**src/rtl/cmp_pkg.sv**
```systemverilog
// Shared types and result encodings for the serial magnitude comparator.
package cmp_pkg;
  typedef enum logic [1:0] {IDLE, RUN, DONE} state_t;
  typedef logic [2:0] cmp_res_t;
  localparam cmp_res_t RES_GT = 3'b100;
  localparam cmp_res_t RES_EQ = 3'b010;
  localparam cmp_res_t RES_LT = 3'b001;
endpackage

```
**src/rtl/cmp_slice.sv**
```systemverilog
// Cascadable W-bit magnitude compare; the local slice dominates, a local tie passes the cascade through.
module cmp_slice #(
  parameter int W = 4
) (
  input  logic [W-1:0] i_a,
  input  logic [W-1:0] i_b,
  input  logic         i_lt,
  input  logic         i_eq,
  input  logic         i_gt,
  output logic         o_lt,
  output logic         o_eq,
  output logic         o_gt
);
  always_comb begin
    o_lt = i_lt;
    o_eq = i_eq;
    o_gt = i_gt;
    if (i_a > i_b) begin
      o_lt = 1'b0; o_eq = 1'b0; o_gt = 1'b1;
    end else if (i_a < i_b) begin
      o_lt = 1'b1; o_eq = 1'b0; o_gt = 1'b0;
    end
  end
endmodule

```
**src/rtl/serial_mag_cmp_ctrl.sv**
```systemverilog
// Compares two DATA_W operands MSB-slice first through a single cmp_slice,
// exiting on the first unequal slice.
module serial_mag_cmp_ctrl
  import cmp_pkg::*;
#(
  parameter  int DATA_W = 32,
  parameter  int SLICE_W = 4,
  localparam int NSLICE = DATA_W / SLICE_W,
  localparam int CW = $clog2(NSLICE + 1)
) (
  input  logic              clk,
  input  logic              rst_n,
  input  logic              in_valid,
  output logic              in_ready,
  input  logic [DATA_W-1:0] in_a,
  input  logic [DATA_W-1:0] in_b,
  input  logic              in_signed,
  input  logic              abort,
  output logic              out_valid,
  input  logic              out_ready,
  output logic [2:0]        out_res,
  output logic [CW-1:0]     out_cycles,
  output logic              busy
);
  localparam int IW = (NSLICE > 1) ? $clog2(NSLICE) : 1;

  if ((DATA_W % SLICE_W) != 0 || NSLICE < 2) begin : g_bad_param
    $error("serial_mag_cmp_ctrl: DATA_W must be a multiple of SLICE_W with at least 2 slices");
  end

  state_t            r_state;
  logic [DATA_W-1:0] r_a, r_b;
  logic              r_signed;
  logic [IW-1:0]     r_idx;
  logic [CW-1:0]     r_cyc;
  cmp_res_t          r_res;
  logic [CW-1:0]     r_cycles;

  logic [SLICE_W-1:0] w_sa, w_sb, w_msk;
  logic               w_lt, w_eq, w_gt, w_last;

  assign w_sa = r_a[r_idx*SLICE_W +: SLICE_W];
  assign w_sb = r_b[r_idx*SLICE_W +: SLICE_W];
  // Flipping both sign bits maps two's-complement order onto unsigned order.
  assign w_msk = SLICE_W'(r_signed && (r_idx == IW'(NSLICE - 1))) << (SLICE_W - 1);
  assign w_last = (r_idx == '0);

  cmp_slice #(.W(SLICE_W)) u_slice (
    .i_a  (w_sa ^ w_msk),
    .i_b  (w_sb ^ w_msk),
    .i_lt (1'b0),
    .i_eq (1'b1),
    .i_gt (1'b0),
    .o_lt (w_lt),
    .o_eq (w_eq),
    .o_gt (w_gt)
  );

  always_ff @(posedge clk or negedge rst_n) begin
    if (!rst_n) begin
      r_state  <= IDLE;
      r_a      <= '0;
      r_b      <= '0;
      r_signed <= 1'b0;
      r_idx    <= '0;
      r_cyc    <= '0;
      r_res    <= '0;
      r_cycles <= '0;
    end else begin
      case (r_state)
        IDLE: if (in_valid && !abort) begin
          r_a      <= in_a;
          r_b      <= in_b;
          r_signed <= in_signed;
          r_idx    <= IW'(NSLICE - 1);
          r_cyc    <= '0;
          r_state  <= RUN;
        end
        RUN: if (abort) begin
          r_state <= IDLE;
        end else begin
          r_cyc <= r_cyc + 1'b1;
          if (w_gt || w_lt || w_last) begin
            r_res    <= {w_gt, w_eq, w_lt};
            r_cycles <= r_cyc + 1'b1;
            r_state  <= DONE;
          end else begin
            r_idx <= r_idx - 1'b1;
          end
        end
        DONE: if (abort || out_ready) r_state <= IDLE;
        default: r_state <= IDLE;
      endcase
    end
  end

  assign in_ready   = (r_state == IDLE);
  assign out_valid  = (r_state == DONE);
  assign busy       = (r_state != IDLE);
  assign out_res    = r_res;
  assign out_cycles = r_cycles;
endmodule

```
**config.mk**
```make
export PLATFORM = sky130hd
export DESIGN_NAME = serial_mag_cmp_ctrl
export DESIGN_NICKNAME = d
export VERILOG_FILES = /design/src/rtl/cmp_pkg.sv /design/src/rtl/cmp_slice.sv /design/src/rtl/serial_mag_cmp_ctrl.sv
export SDC_FILE = /design/constraint.sdc
export NUM_CORES = 1
export LEC_CHECK = 0
export CAP_MARGIN = 15
export CORE_MARGIN = 8
export CORE_UTILIZATION = 50
export CTS_BUF_LIST = sky130_fd_sc_hd__clkbuf_4
export DETAILED_ROUTE_END_ITERATION = 6
export GPL_ROUTABILITY_DRIVEN = 0
export MAX_ROUTING_LAYER = met4
export PLACE_DENSITY = 0.79
export SLEW_MARGIN = 20
export SYNTH_ARGS = -nofsm -noshare
export SYNTH_HDL_FRONTEND = slang
export SYNTH_SLANG_ARGS = --single-unit
export TNS_END_PERCENT = 20
```
**constraint.sdc**
```tcl
create_clock -name clk -period 4.4 [get_ports clk]
set_input_delay 0.44 -clock clk [delete_from_list [all_inputs] [get_ports clk]]
set_output_delay 0.44 -clock clk [all_outputs]
set_load 0.05 [all_outputs]
```
# == Word-level counts from Yosys, hierarchy flattened ==
# Cells that the tools add are included.
# word_totals
output_inout_bits,10
in_bits,70
ff_bits,81
# op_classes
muxes,17
shifts,2
n_eq_ne,8
n_reduce_logical,15
bitwise,3
n_addsub,2
order_cmp,2
# op_table
cell,n
$shiftx A32 B6 Y4,2
$mux W3,3
$reduce_and A3 Y1,3
$mux W2,4
$mux W4,2
$pmux W4 S2,1
$xor A4 B4 Y4,2
$pmux W2 S3,1
$pmux W3 S2,1
$mux W1,5
$add A4 B1 Y4 const B,1
$gt A4 B4 Y1,1
$lt A4 B4 Y1,1
$ne A2 B1 Y1 const B,2
$ne A2 B2 Y1 const B,2
$reduce_and A4 Y1,1
$reduce_bool A2 Y1,2
$eq A3 B3 Y1 const B,1
$logic_not A3 Y1,1
$logic_or A1 B1 Y1,3
$ne A3 B3 Y1 const B,1
$sub A3 B1 Y3 const B,1
$eq A2 B1 Y1 const B,1
$eq A2 B2 Y1 const B,1
other kinds (5),6

# == Depth between registers and ports, before layout ==
# logic_depth
ltp_word,11
depth_mapped,10
mapped_depth_nobuf,10

# == By module ==
# A second synthesis with hierarchy kept.
# unflattened
cells_unflattened,257
area_unflattened_um2,3849.9
# by_module_without_submodules
mod,n_inst,area_per_inst_um2,cells_per_inst
serial_mag_cmp_ctrl,1,3712.3,240
cmp_slice,1,137.6,17

# == Least setup slack after synthesis ==
# No wires, ideal clock.
# synth_path
path_kind,reg-to-reg
from,register r_idx[0]
to,register r_cycles[1] (netlist: out_cycles[1])
arrival_time_ns,2.750
t_required_ns,4.275
path_buffers,2
path_stages_with_launch,10
path_slack_ns,1.525
setup_ns,0.125
synth_period_minus_slack_ns,2.875
path_cell_list,dfrtp_1 > buf_4 > buf_2 > mux4_2 > o21ai_0 > ha_1 > a21o_1 > o311ai_2 > nand2_2 > mux2_2
# synth_via
elab_chain_len,9
elab_cells_between_ends,15
cone_classes,2 x order compare; 1 x eq/ne; 2 x shift; 3 x mux; 2 x bitwise; 5 x reduce/logical
# synth_rtl
item,line,source
from (decl),serial_mag_cmp_ctrl.sv:34,logic [IW-1:0] r_idx;
from (signal assigned),serial_mag_cmp_ctrl.sv:75,r_idx <= IW'(NSLICE - 1);
from (signal assigned),serial_mag_cmp_ctrl.sv:88,r_idx <= r_idx - 1'b1;
"parallel branches: the longest is 7 deep, another holds $lt A4 B4 Y1",--,
$logic_or A1 B1 Y1 (*),serial_mag_cmp_ctrl.sv:83,if (w_gt || w_lt || w_last) begin
$reduce_and A3 Y1 (no source line) (*),--,
to (signal assigned),serial_mag_cmp_ctrl.sv:85,r_cycles <= r_cyc + 1'b1;
to (decl),serial_mag_cmp_ctrl.sv:37,logic [CW-1:0] r_cycles;
# Every way passes the cells marked *.
# A chain may end at the register's enable or synchronous reset.

# == Worst setup path after layout ==
# layout_path
from,register r_idx[0]
to,register r_cycles[3] (netlist: out_cycles[3])
# Same word-level chain as after synthesis.

==> impl_metrics.csv <==
group,metric,value,unit
status,outcome,"finished, final reports clean",
floorplan,core,7290,µm²
drt,vias_per_cell,5.32,
place,dp_hpwl,5.79,mm
place,io_buffer_count,79,
sta,tightestPinTransition,0.769,ns
cts,cts.sinks,81,
drt,dr_total_vias,2328,
worst_setup_path,crit_path_end_kind,"flop",
yosys,postSynthCellCount,253,
yosys,yosysMostFrequentCell,"dfrtp_1",
pwr,p_leak,2.06,nW
cts,cts_buffers,9,
cts,cts-root-buf,"clkbuf_4",
yosys,synth_edf_count,0,
drt,drt_iter0_drc,60,
sta,maxSlewHeadroom,48.7,%
worst_setup_path,critPathKind,"reg2reg",
worst_setup_path,cp_cell_sequence,"buf_4 > mux4_2 > mux2_2 > ha_1 > nor2b_1 > o311ai_2 > nand2_2 > mux2_2",
sta,rsz0062_at_grt,"no",
drt,wirelength,7.70,mm
global_routing,grt-ovfl-total,0,
yosys,yosysSeqAreaShare,53.4,%
cells_and_area,drive_gt1_share,34.2,%
yosys,synth.area.top_cells,"dfrtp_1 53%, mux2_2 21%, mux4_2 9.5%",
cells_and_area,nFillCells,575,
yosys,ys_types,36,
floorplan,fp.dieW,103,µm
floorplan,start_util,52.1,%
worst_setup_path,crit_family,"multiplexers",
drt,antenna_left,0,
yosys,synth_area_per_cell,15.0,µm²
sta,finalCritPeriodShare,73.1,%
sta,finClkSkew,0.0173,ns
sta,slew_viol_final,0,
drt,wl_per_cell,17.6,µm
yosys,ys_top_cells_by_count,"81 x dfrtp_1, 71 x mux2_2, 16 x mux4_2",
worst_hold_path,min_path_type,"in2async",
drt,firstDrtPassIters,4,
cells_and_area,antennaDiodeCount,0,
cts,cts_buffer_depth,2,
cts,h-tree-depth,3,
pwr,power,0.00227,W
global_routing,grt_pass1_vias,2531,
sta,hold_viol_final,0,
floorplan,io_pins,80,
yosys,yosysTopAreaCell,"dfrtp_1",
worst_setup_path,crit_path_frequent_cell,"mux2_2",
pwr,peakVddDrop,0.207,mV
yosys,ys_warn_count,0,
worst_setup_path,crit_slowest_cell,"dfrtp_1",
cts,post-cts-setup-buffers,0,
worst_setup_path,slowest_delay,0.60,ns
floorplan,die_area,10600,µm²
sta,max_freq,0.311,GHz
flow_run,drv_cap,0,
global_routing,grt_util_all_layers,16.0,%
sta,min_period,3.21,ns
drt,drcViolationCount,0,
cts,cts_tree,"built",
global_routing,grt_max_degree,82,
yosys,synth_seq_cells,81,
global_routing,grt_pass1_wl,12.6,mm
sta,setup_tns,0,ns
yosys,syn-num-nets,331,
worst_setup_path,cp_data_required_time,4.70,ns
cells_and_area,nNetsFinal,412,
floorplan,die_h,103,µm
cts,clk_pin_slew,0.13,ns
cts,cts_resized,0,
yosys,syn-cell-area,3800,µm²
cts,clk_latency,0.41,ns
sta,setup_viol,0,
pwr,power_density,471,nW/µm²
floorplan,rows,31,
worst_setup_path,cp-start-kind,"flop",
worst_setup_path,crit_fanout,8,
cts,ctsHoldBuffers,0,
worst_setup_path,arrival,3.52,ns
cells_and_area,syn_to_final_growth,27.0,%
worst_setup_path,crit_buf_inv,1,
yosys,synth_top_area_share,53.4,%
global_routing,antenna_found_initial,0,
yosys,synthArstFlopShare,100,%
yosys,ys.flop_type,"dfrtp_1",
==> report_power, final <==
group	total, W	internal (W)	leakage, nW	switching (W)
logic	0.000783	0.000435	1.03	0.000349
clock network	0.000440	0.000194	0.0738	0.000246
registers	0.00105	0.000928	0.959	0.000118
total	0.00227	0.00156	2.06	0.000713
==> worst paths after layout <==
path | startpoint | to | slack (ns) | cells after the start
min reg2reg | r_a[19]$_DFFE_PN0P_ | r_a[19]$_DFFE_PN0P_ | 0.52 | 1
min in group clk | r_a[19]$_DFFE_PN0P_ | r_a[19]$_DFFE_PN0P_ | 0.52 | 1
min | rst_n | r_a[4]$_DFFE_PN0P_ | 0.03 | 1
max reg2reg | r_idx[0]$_DFFE_PN0P_ | out_cycles[3]$_DFFE_PN0P_ | 1.19 | 8
max in group asynchronous | rst_n | out_cycles[2]$_DFFE_PN0P_ | 3.85 | 1
max | r_idx[0]$_DFFE_PN0P_ | out_cycles[3]$_DFFE_PN0P_ | 1.19 | 8
==> final cells by class <==
type / count / area [µm²] / area share [%]
Timing Repair Buffer: 83 / 822 / 17.1
Clock buffer: 12 / 90.1 / 1.87
Multi-Input combinational cell: 154 / 1680 / 34.9
Tap cell: 99 / 124 / 2.57
Clock inverter: 4 / 53.8 / 1.12
Sequential cell: 81 / 2030 / 42.1
Inverter: 5 / 18.8 / 0.389
==> metrics by stage <==
stage	std cells	util (%)	setup slack, ns	area [µm²]	hold slack, ns
finish	438	66.1	1.19	4820	0.0277
global route	438	66.1	0.991	4820	0.0771
CTS	438	66.0	1.15	4820	0.193
detailed placement	422	64.1	1.19	4670	0.494
global placement	422	64.1	1.32	4670	0.468
floorplan	253	-	1.53	3800	0.144
==> flip-flops by register name, summed over array words and instances (netlist names) <==
register	flops
r_a	32
r_b	32
out_cycles	4
r_cyc	4
out_res	3
r_idx	3
r_state	2
r_signed	1
==> per-layer routing <==
layer / vias up / wire length, µm / GRT usage [%]
li1: 1091 / - / -
met3: 8 / 303 / 2.77
met5: - / 0 / -
met4: 0 / 98 / 7.01
met1: 1176 / 3410 / 20.1
met2: 53 / 3890 / 25.1
==> logic make-up after synthesis <==
| group | count (synthesis) | synth area share, % |
|---|---|---|
| multiplexers | 95 | 32.7 |
| flip-flops | 81 | 53.4 |
| AND/OR/NAND/NOR | 29 | 4.68 |
| AO/OA/AOI/OAI | 18 | 3.46 |
| buffers and inverters | 18 | 2.24 |
| adder cells (fa/ha/maj) | 8 | 2.64 |
| XOR/XNOR | 4 | 0.923 |
==> cells in the final DEF (no fill, tap or decap), drive strengths merged, types with 7 or more instances in the layout <==
master | netlist | layout
mux4 | 16 | 16
clkdlybuf4s50 | 0 | 78
ha | 8 | 8
clkbuf | 0 | 12
dfrtp | 81 | 81
mux2i | 8 | 8
nor2 | 10 | 10
nand2 | 7 | 7
mux2 | 71 | 71
(Power assumes the default switching activity.)
